### src/rtl/uart_pkg.sv
// uart_pkg: types and constants shared by the UART transmit and receive paths.
// Config macro: UART_TX_PARITY_EN adds the PARITY state to the transmit FSM.
package uart_pkg;

    localparam int TICKS_PER_BIT = 16;
    localparam int CLK_HZ        = 12_000_000;
    localparam int BAUD          = 300;
    // clk cycles per uart_clk period (16x oversampling): 2500 at 12 MHz / 300 baud
    localparam int DIVISOR       = CLK_HZ / (BAUD * TICKS_PER_BIT);

    typedef enum logic [2:0] {
        ST_IDLE   = 3'd0,
        ST_START  = 3'd1,
        ST_DATA   = 3'd2,
`ifdef UART_TX_PARITY_EN
        ST_PARITY = 3'd3,
`endif
        ST_STOP   = 3'd4
    } uart_tx_state_t;

endpackage

### src/rtl/uart_tx_if.sv
// uart_tx_if: valid/ready byte handshake into the UART transmitter.
interface uart_tx_if #(
    parameter int DATA_BITS = 8
);
    logic [DATA_BITS-1:0] tx_data;
    logic                 tx_valid;
    logic                 tx_ready;

    modport master (output tx_data, output tx_valid, input tx_ready);
    modport slave  (input tx_data, input tx_valid, output tx_ready);
endinterface

### src/rtl/uart_fifo.sv
// uart_fifo: synchronous FIFO, power-of-two depth, wrap-bit pointers.
// Head data is read combinationally; flags come straight from registered pointers.
module uart_fifo #(
    parameter int WIDTH = 8,
    parameter int DEPTH = 4
) (
    input  logic             clk,
    input  logic             reset,
    input  logic             push_i,
    input  logic [WIDTH-1:0] wdata_i,
    input  logic             pop_i,
    output logic [WIDTH-1:0] rdata_o,
    output logic             full_o,
    output logic             empty_o
);
    localparam int          AW      = $clog2(DEPTH);
    localparam logic [AW:0] PTR_ONE = 1;

    logic [WIDTH-1:0] mem_q [DEPTH];
    logic [AW:0]      wr_ptr_q, wr_ptr_d;
    logic [AW:0]      rd_ptr_q, rd_ptr_d;
    logic             do_push, do_pop;

    // a push while full or a pop while empty is silently dropped
    assign do_push = push_i && !full_o;
    assign do_pop  = pop_i && !empty_o;

    assign empty_o = (wr_ptr_q == rd_ptr_q);
    assign full_o  = (wr_ptr_q[AW] != rd_ptr_q[AW]) &&
                     (wr_ptr_q[AW-1:0] == rd_ptr_q[AW-1:0]);
    assign rdata_o = mem_q[rd_ptr_q[AW-1:0]];

    assign wr_ptr_d = do_push ? wr_ptr_q + PTR_ONE : wr_ptr_q;
    assign rd_ptr_d = do_pop  ? rd_ptr_q + PTR_ONE : rd_ptr_q;

    // pointer registers; reset empties the buffer
    always_ff @(posedge clk) begin
        if (reset) begin
            wr_ptr_q <= '0;
            rd_ptr_q <= '0;
        end else begin
            wr_ptr_q <= wr_ptr_d;
            rd_ptr_q <= rd_ptr_d;
        end
    end

    // storage write; contents need no reset since the pointers gate reads
    always_ff @(posedge clk) begin
        if (do_push) mem_q[wr_ptr_q[AW-1:0]] <= wdata_i;
    end

endmodule

### src/rtl/uart_tx.sv
// uart_tx: buffered 8-N-1 UART transmitter timed by a 16x-baud uart_clk.
// Config macro: UART_TX_PARITY_EN inserts an even-parity bit after the data bits.
module uart_tx
    import uart_pkg::*;
#(
    parameter int DATA_BITS  = 8,
    parameter int STOP_BITS  = 1,
    parameter int FIFO_DEPTH = 4
) (
    input  logic      clk,
    input  logic      reset,
    input  logic      uart_clk,
    uart_tx_if.slave  bus,
    output logic      tx,
    output logic      busy
);
    localparam int            BW        = $clog2(DATA_BITS + 1);
    localparam logic [BW-1:0] BIT_ONE   = 1;
    localparam logic [BW-1:0] LAST_BIT  = BW'(DATA_BITS - 1);
    localparam logic          LAST_STOP = 1'(STOP_BITS - 1);
    localparam logic [3:0]    LAST_TICK = 4'(TICKS_PER_BIT - 1);

    uart_tx_state_t       state_q, state_d;
    logic                 uart_clk_q, tick, bit_end, last_stop, pop;
    logic [3:0]           tick_cnt_q, tick_cnt_d;
    logic [BW-1:0]        bit_cnt_q, bit_cnt_d;
    logic                 stop_cnt_q, stop_cnt_d;
    logic [DATA_BITS-1:0] shift_q, shift_d;
    logic                 tx_q, tx_d;
    logic                 fifo_full, fifo_empty;
    logic [DATA_BITS-1:0] fifo_head;
`ifdef UART_TX_PARITY_EN
    logic                 parity_q, parity_d;
`endif

    uart_fifo #(.WIDTH(DATA_BITS), .DEPTH(FIFO_DEPTH)) u_fifo (
        .clk     (clk),
        .reset   (reset),
        .push_i  (bus.tx_valid),
        .wdata_i (bus.tx_data),
        .pop_i   (pop),
        .rdata_o (fifo_head),
        .full_o  (fifo_full),
        .empty_o (fifo_empty)
    );

    assign bus.tx_ready = !fifo_full;
    assign busy         = (state_q != ST_IDLE) || !fifo_empty;
    assign tx           = tx_q;

    // uart_clk is already synchronous; one register gives the rising-edge tick
    always_ff @(posedge clk) begin
        if (reset) uart_clk_q <= 1'b0;
        else       uart_clk_q <= uart_clk;
    end

    assign tick      = uart_clk && !uart_clk_q;
    assign bit_end   = tick && (tick_cnt_q == LAST_TICK);
    assign last_stop = (stop_cnt_q == LAST_STOP);

    // next state; a pop happens from IDLE or at the end of the last stop bit
    always_comb begin
        state_d = state_q;
        pop     = 1'b0;
        case (state_q)
            ST_IDLE: begin
                if (tick && !fifo_empty) begin
                    pop     = 1'b1;
                    state_d = ST_START;
                end
            end
            ST_START: if (bit_end) state_d = ST_DATA;
            ST_DATA: begin
                if (bit_end && bit_cnt_q == LAST_BIT)
`ifdef UART_TX_PARITY_EN
                    state_d = ST_PARITY;
`else
                    state_d = ST_STOP;
`endif
            end
`ifdef UART_TX_PARITY_EN
            ST_PARITY: if (bit_end) state_d = ST_STOP;
`endif
            ST_STOP: begin
                if (bit_end && last_stop) begin
                    if (!fifo_empty) begin
                        pop     = 1'b1;
                        state_d = ST_START;
                    end else begin
                        state_d = ST_IDLE;
                    end
                end
            end
            default: state_d = ST_IDLE;
        endcase
    end

    // counters and shifter; the tick counter wraps so a bit-end tick is tick 0 of the next bit
    always_comb begin
        tick_cnt_d = tick_cnt_q;
        bit_cnt_d  = bit_cnt_q;
        stop_cnt_d = stop_cnt_q;
        shift_d    = shift_q;
`ifdef UART_TX_PARITY_EN
        parity_d   = parity_q;
`endif
        if (pop) begin
            tick_cnt_d = '0;
            bit_cnt_d  = '0;
            stop_cnt_d = 1'b0;
            shift_d    = fifo_head;
`ifdef UART_TX_PARITY_EN
            parity_d   = ^fifo_head;
`endif
        end else if (tick && state_q != ST_IDLE) begin
            tick_cnt_d = tick_cnt_q + 4'd1;
            if (bit_end && state_q == ST_DATA) begin
                shift_d   = shift_q >> 1;
                bit_cnt_d = bit_cnt_q + BIT_ONE;
            end
            if (bit_end && state_q == ST_STOP) stop_cnt_d = stop_cnt_q + 1'b1;
        end
    end

    // line level for the next cycle, from the next state so tx moves on the tick's edge
    always_comb begin
        tx_d = 1'b1;
        case (state_d)
            ST_START:  tx_d = 1'b0;
            ST_DATA:   tx_d = shift_d[0];
`ifdef UART_TX_PARITY_EN
            ST_PARITY: tx_d = parity_d;
`endif
            default:   tx_d = 1'b1;
        endcase
    end

    // state, datapath and line registers
    always_ff @(posedge clk) begin
        if (reset) begin
            state_q    <= ST_IDLE;
            tick_cnt_q <= '0;
            bit_cnt_q  <= '0;
            stop_cnt_q <= 1'b0;
            shift_q    <= '0;
            tx_q       <= 1'b1;
`ifdef UART_TX_PARITY_EN
            parity_q   <= 1'b0;
`endif
        end else begin
            state_q    <= state_d;
            tick_cnt_q <= tick_cnt_d;
            bit_cnt_q  <= bit_cnt_d;
            stop_cnt_q <= stop_cnt_d;
            shift_q    <= shift_d;
            tx_q       <= tx_d;
`ifdef UART_TX_PARITY_EN
            parity_q   <= parity_d;
`endif
        end
    end

endmodule

### src/flat_wrapper.sv
// flat-port wrapper written by rule: the top's interface ports become plain ports
module uart_tx_flat import uart_pkg::*;
#(
    parameter int DATA_BITS  = 8,
    parameter int STOP_BITS  = 1,
    parameter int FIFO_DEPTH = 4
)
  (clk, reset, uart_clk, tx, busy, bus_tx_data, bus_tx_valid, bus_tx_ready);
  uart_tx_if #(.DATA_BITS(DATA_BITS)) bus_i ();
  input  logic clk;
  input  logic reset;
  input  logic uart_clk;
  output logic tx;
  output logic busy;
  input wire logic [$bits(bus_i.tx_data)-1:0] bus_tx_data;
  input wire logic [$bits(bus_i.tx_valid)-1:0] bus_tx_valid;
  output wire logic [$bits(bus_i.tx_ready)-1:0] bus_tx_ready;
  assign bus_i.tx_data = bus_tx_data;
  assign bus_i.tx_valid = bus_tx_valid;
  assign bus_tx_ready = bus_i.tx_ready;
  uart_tx #(.DATA_BITS(DATA_BITS), .STOP_BITS(STOP_BITS), .FIFO_DEPTH(FIFO_DEPTH)) u_core (.clk(clk), .reset(reset), .uart_clk(uart_clk), .bus(bus_i), .tx(tx), .busy(busy));
endmodule
### config.mk
export PLATFORM = sky130hd
export DESIGN_NAME = uart_tx_flat
export DESIGN_NICKNAME = d
export VERILOG_FILES = /design/src/rtl/uart_pkg.sv /design/src/rtl/uart_tx_if.sv /design/src/rtl/uart_fifo.sv /design/src/rtl/uart_tx.sv /design/src/flat_wrapper.sv
export SDC_FILE = /design/constraint.sdc
export NUM_CORES = 1
export LEC_CHECK = 0
export BUFFER_PORTS_ARGS = -buffer_cell sky130_fd_sc_hd__buf_4
export CAP_MARGIN = 10
export CORE_MARGIN = 10
export CORE_UTILIZATION = 54
export CTS_CLUSTER_SIZE = 40
export DETAILED_ROUTE_END_ITERATION = 10
export GPL_TIMING_DRIVEN = 0
export PLACE_DENSITY = 0.77
export SLEW_MARGIN = 5
export SYNTH_ARGS = -nofsm -noshare
export SYNTH_HDL_FRONTEND = slang
export SYNTH_SLANG_ARGS = --single-unit
export TNS_END_PERCENT = 100
### constraint.sdc
create_clock -name clk -period 1.6 [get_ports clk]
set_input_delay 0 -clock clk [delete_from_list [all_inputs] [get_ports clk]]
set_output_delay 0 -clock clk [all_outputs]
set_load 0.02 [all_outputs]
==> results.txt <==
Min Tclk post-route: 1.678 ns
I/O pin cnt: 15
Critical Path Max Stage Delay: 0.45 ns
Die Y: 89.51 µm
First-pass GRT wire length: 7990 µm
Tot GR Track Use: 13.57%
Clock power frac: 32.3%
Clock Path Buffers: 2
Port buffer count: 14
Leakage: 1.200 nW
Final setup viols: 1
Synth top area cells: edfxtp_1, dfxtp_1, mux4_2
Setup ws final: -0.07820 ns
Synth Flop Type: edfxtp_1
Cell family with most CP delay: simple AND/OR/NAND/NOR gates
GPL Wtd Cong: 0.7005
Post-synth top cells: edfxtp_1, dfxtp_1, nor2_1, mux2i_1
Area grow syn2layout: 26.24%
#FFs+latches synth: 62
Post-route cell area: 3293 µm²
Synth Cell Area: 2609 µm²
Syn Nets: 211
Cell Pwr Density: 1102 nW/µm²
Final WL: 4721 µm
Maximum vdd drop: 0.8262 mV
Fmax: 595.9 MHz
Row count: 25
Worst slack at placement: -0.2068 ns
Grt ovf: 0
Slowest library cell on the worst path: or4_4
RSZ-0062 raised after global routing: true
CTS tree: yes
Worst min-delay path class: input port to flip-flop
Setup Skew: 0.01126 ns
Fin util: 70.19%
Core ar.: 4692 µm²
Slew @ Worst Pin: 0.5842 ns
Synth Warn #: 0
Worst path bufs/invs: 1
Final cycle utilization of the critical path: 104.9%
Cells after Synth: 192
Switching power of the nets: 969.6 µW
DRC: 0
Via Count: 1,602
Clock sink count: 62
Clk_lat worst skew: 0.35 ns
Switch share: 26.73%
WP data required: 1.60 ns
Sequential fraction of the synthesis area: 59.86%
N_diodes: 0
Post-route ant nets: 0
CP startpoint kind: flip-flop
CTS H-tree lvls: 3
Routed len/inst: 16.11 µm
Comb power frac: 17.3%
Crit Path Class: flip-flop to primary output
Critical Path AT: 1.68 ns
Dpl hpwl: 2869 µm
Fin nets: 253
Clock-pin transition on the worst setup and hold timing paths: 0.07 ns
Post-synthesis async set-or-reset flop share: 0%
Die X: 89.51 µm
Vias in the first global route: 1,666
Most frequent cell after synthesis: edfxtp_1
Die area: 8011 µm²
MaxCap Viol Count: 0
Unique masters post-synth: 41
Status: complete, but fails checks
Pint: 2.659 mW
Syn Area/Cell: 13.59 µm²
Slew headroom: 61.05%
Largest net degree at the start of global routing: 13
First-pass DRT Iterations: 4
Crit end category: primary output
Dpl cell area: 2781 µm²
Antenna violations before repair: 0
Post-synth top area share: 36.83%
Initial DRC Count: 42
Sequential share of power: 50.3%
Cts bufs inserted: 9
Via density: 5.468
Share of cells above drive strength 1: 38.08%
Root Driver: clkbuf_8
Cell taking the most area after synthesis: edfxtp_1
CP cell instances: xor2_1, nand3b_1, or4_4, buf_6
Max-slew violation count: 0
CP max FO: 3
Number of synthesized flops with an enable pin: 32
Failing checks: setup timing
Final Hold Violating Endpoints: 0
Initial core utilization: 55.60%
## worst min-delay path: cells and delay by family
family | cells | cell delay (ns)
buf+inv | 2 | 0.24
simple gates | 2 | 0.15
## per-stage QoR
stage	power, mW	setup TNS (ns)	instances	hold WS, ns
final	3.628	-0.07820	293	0.08193
after CTS	3.613	-0.2781	293	0.07341
after detailed placement	2.293	-6.907	260	0.2030
after global routing	3.790	-0.8369	293	0.09923
after floorplan	2.167	0	192	0.09887
after global placement	2.282	-6.481	260	0.2024
## sequential cells by signal, summed over array words and instances (netlist names), named ones only
signal / count
u_core.state_q: 3
u_core.uart_clk_q: 1
u_core.u_fifo.mem_q: 32
u_core.bit_cnt_q: 4
u_core.u_fifo.wr_ptr_q: 3
u_core.tick_cnt_q: 4
u_core.tx: 1
u_core.u_fifo.rd_ptr_q: 3
u_core.stop_cnt_q: 1
u_core.shift_q: 8
## final timing paths
path                                             to  cells past startpoint  slack (ns)                              startpoint
max reg2reg  u_core.u_fifo.rd_ptr_q[2]$_SDFFE_PP0P_                      7        0.02       u_core.tick_cnt_q[0]$_SDFFE_PP0P_
min reg2reg          u_core.shift_q[7]$_SDFFE_PP0P_                      2        0.50          u_core.shift_q[7]$_SDFFE_PP0P_
min               u_core.tick_cnt_q[0]$_SDFFE_PP0P_                      4        0.08                                   reset
max                                            busy                      4       -0.08  u_core.u_fifo.rd_ptr_q[2]$_SDFFE_PP0P_
## final cells by class
type | count | area, µm²
Clock buffer | 10 | 127.6
Inverter | 5 | 18.77
Fill cell | 324 | 1399
Tap cell | 54 | 67.56
Timing Repair Buffer | 31 | 295.3
Clock inverter | 6 | 40.04
Buffer | 8 | 57.56
Sequential cell | 62 | 1583
Multi-Input combinational cell | 117 | 1104
## cells by family after synthesis
logic type / share of synthesized area [%]
buffers and inverters: 2.686
AND/OR/NAND/NOR: 12.57
AO/OA/AOI/OAI: 6.427
multiplexers: 10.74
adder cells (fa/ha/maj): 3.357
flip-flops: 59.86
XOR/XNOR: 4.365
## cells in the final DEF (no fill, tap or decap), types with 4 or more instances in the layout
| master | instances |
|---|---|
| buf_4 | 20 |
| dfxtp_1 | 19 |
| dlygate4sd3_1 | 9 |
| clkbuf_8 | 9 |
| xor2_1 | 4 |
| nand3_1 | 4 |
| mux4_2 | 8 |
| xnor2_1 | 6 |
| inv_1 | 5 |
| nor2_4 | 7 |
| a211oi_2 | 7 |
| ha_1 | 6 |
| dfxtp_2 | 8 |
| edfxtp_1 | 32 |
| nor2_1 | 21 |
| mux2i_1 | 9 |
## power groups by stage
stage / clock (mW) / sequential [mW] / combinational, mW
global placement: 0 / 1.85 / 0.436
detailed placement: 0 / 1.85 / 0.443
global route: 1.27 / 1.84 / 0.679
floorplan: 0 / 1.84 / 0.327
CTS: 1.19 / 1.82 / 0.599
finish: 1.17 / 1.83 / 0.629
## per-layer routing
layer | up-vias | share of wire, % | GRT usage (%)
met2 | 25 | 52 | 22.64
met1 | 789 | 43 | 14.45
met3 | 5 | 4.4 | 5.561
met5 | - | 0 | 0
li1 | 783 | - | -
met4 | 0 | 0.93 | 6.936
## timing repair
item / 4_1_cts / 5_1_grt
gates cloned: 1 / 0
pin swaps: 5 / 5
setup endpoints to repair: 57 / 57
hold buffers: 9 / 0
gates resized for setup: 38 / 12
endpoints found under the hold margin: 33 / 0
buffers inserted: 7 / 0
(Power assumes the default switching activity.)
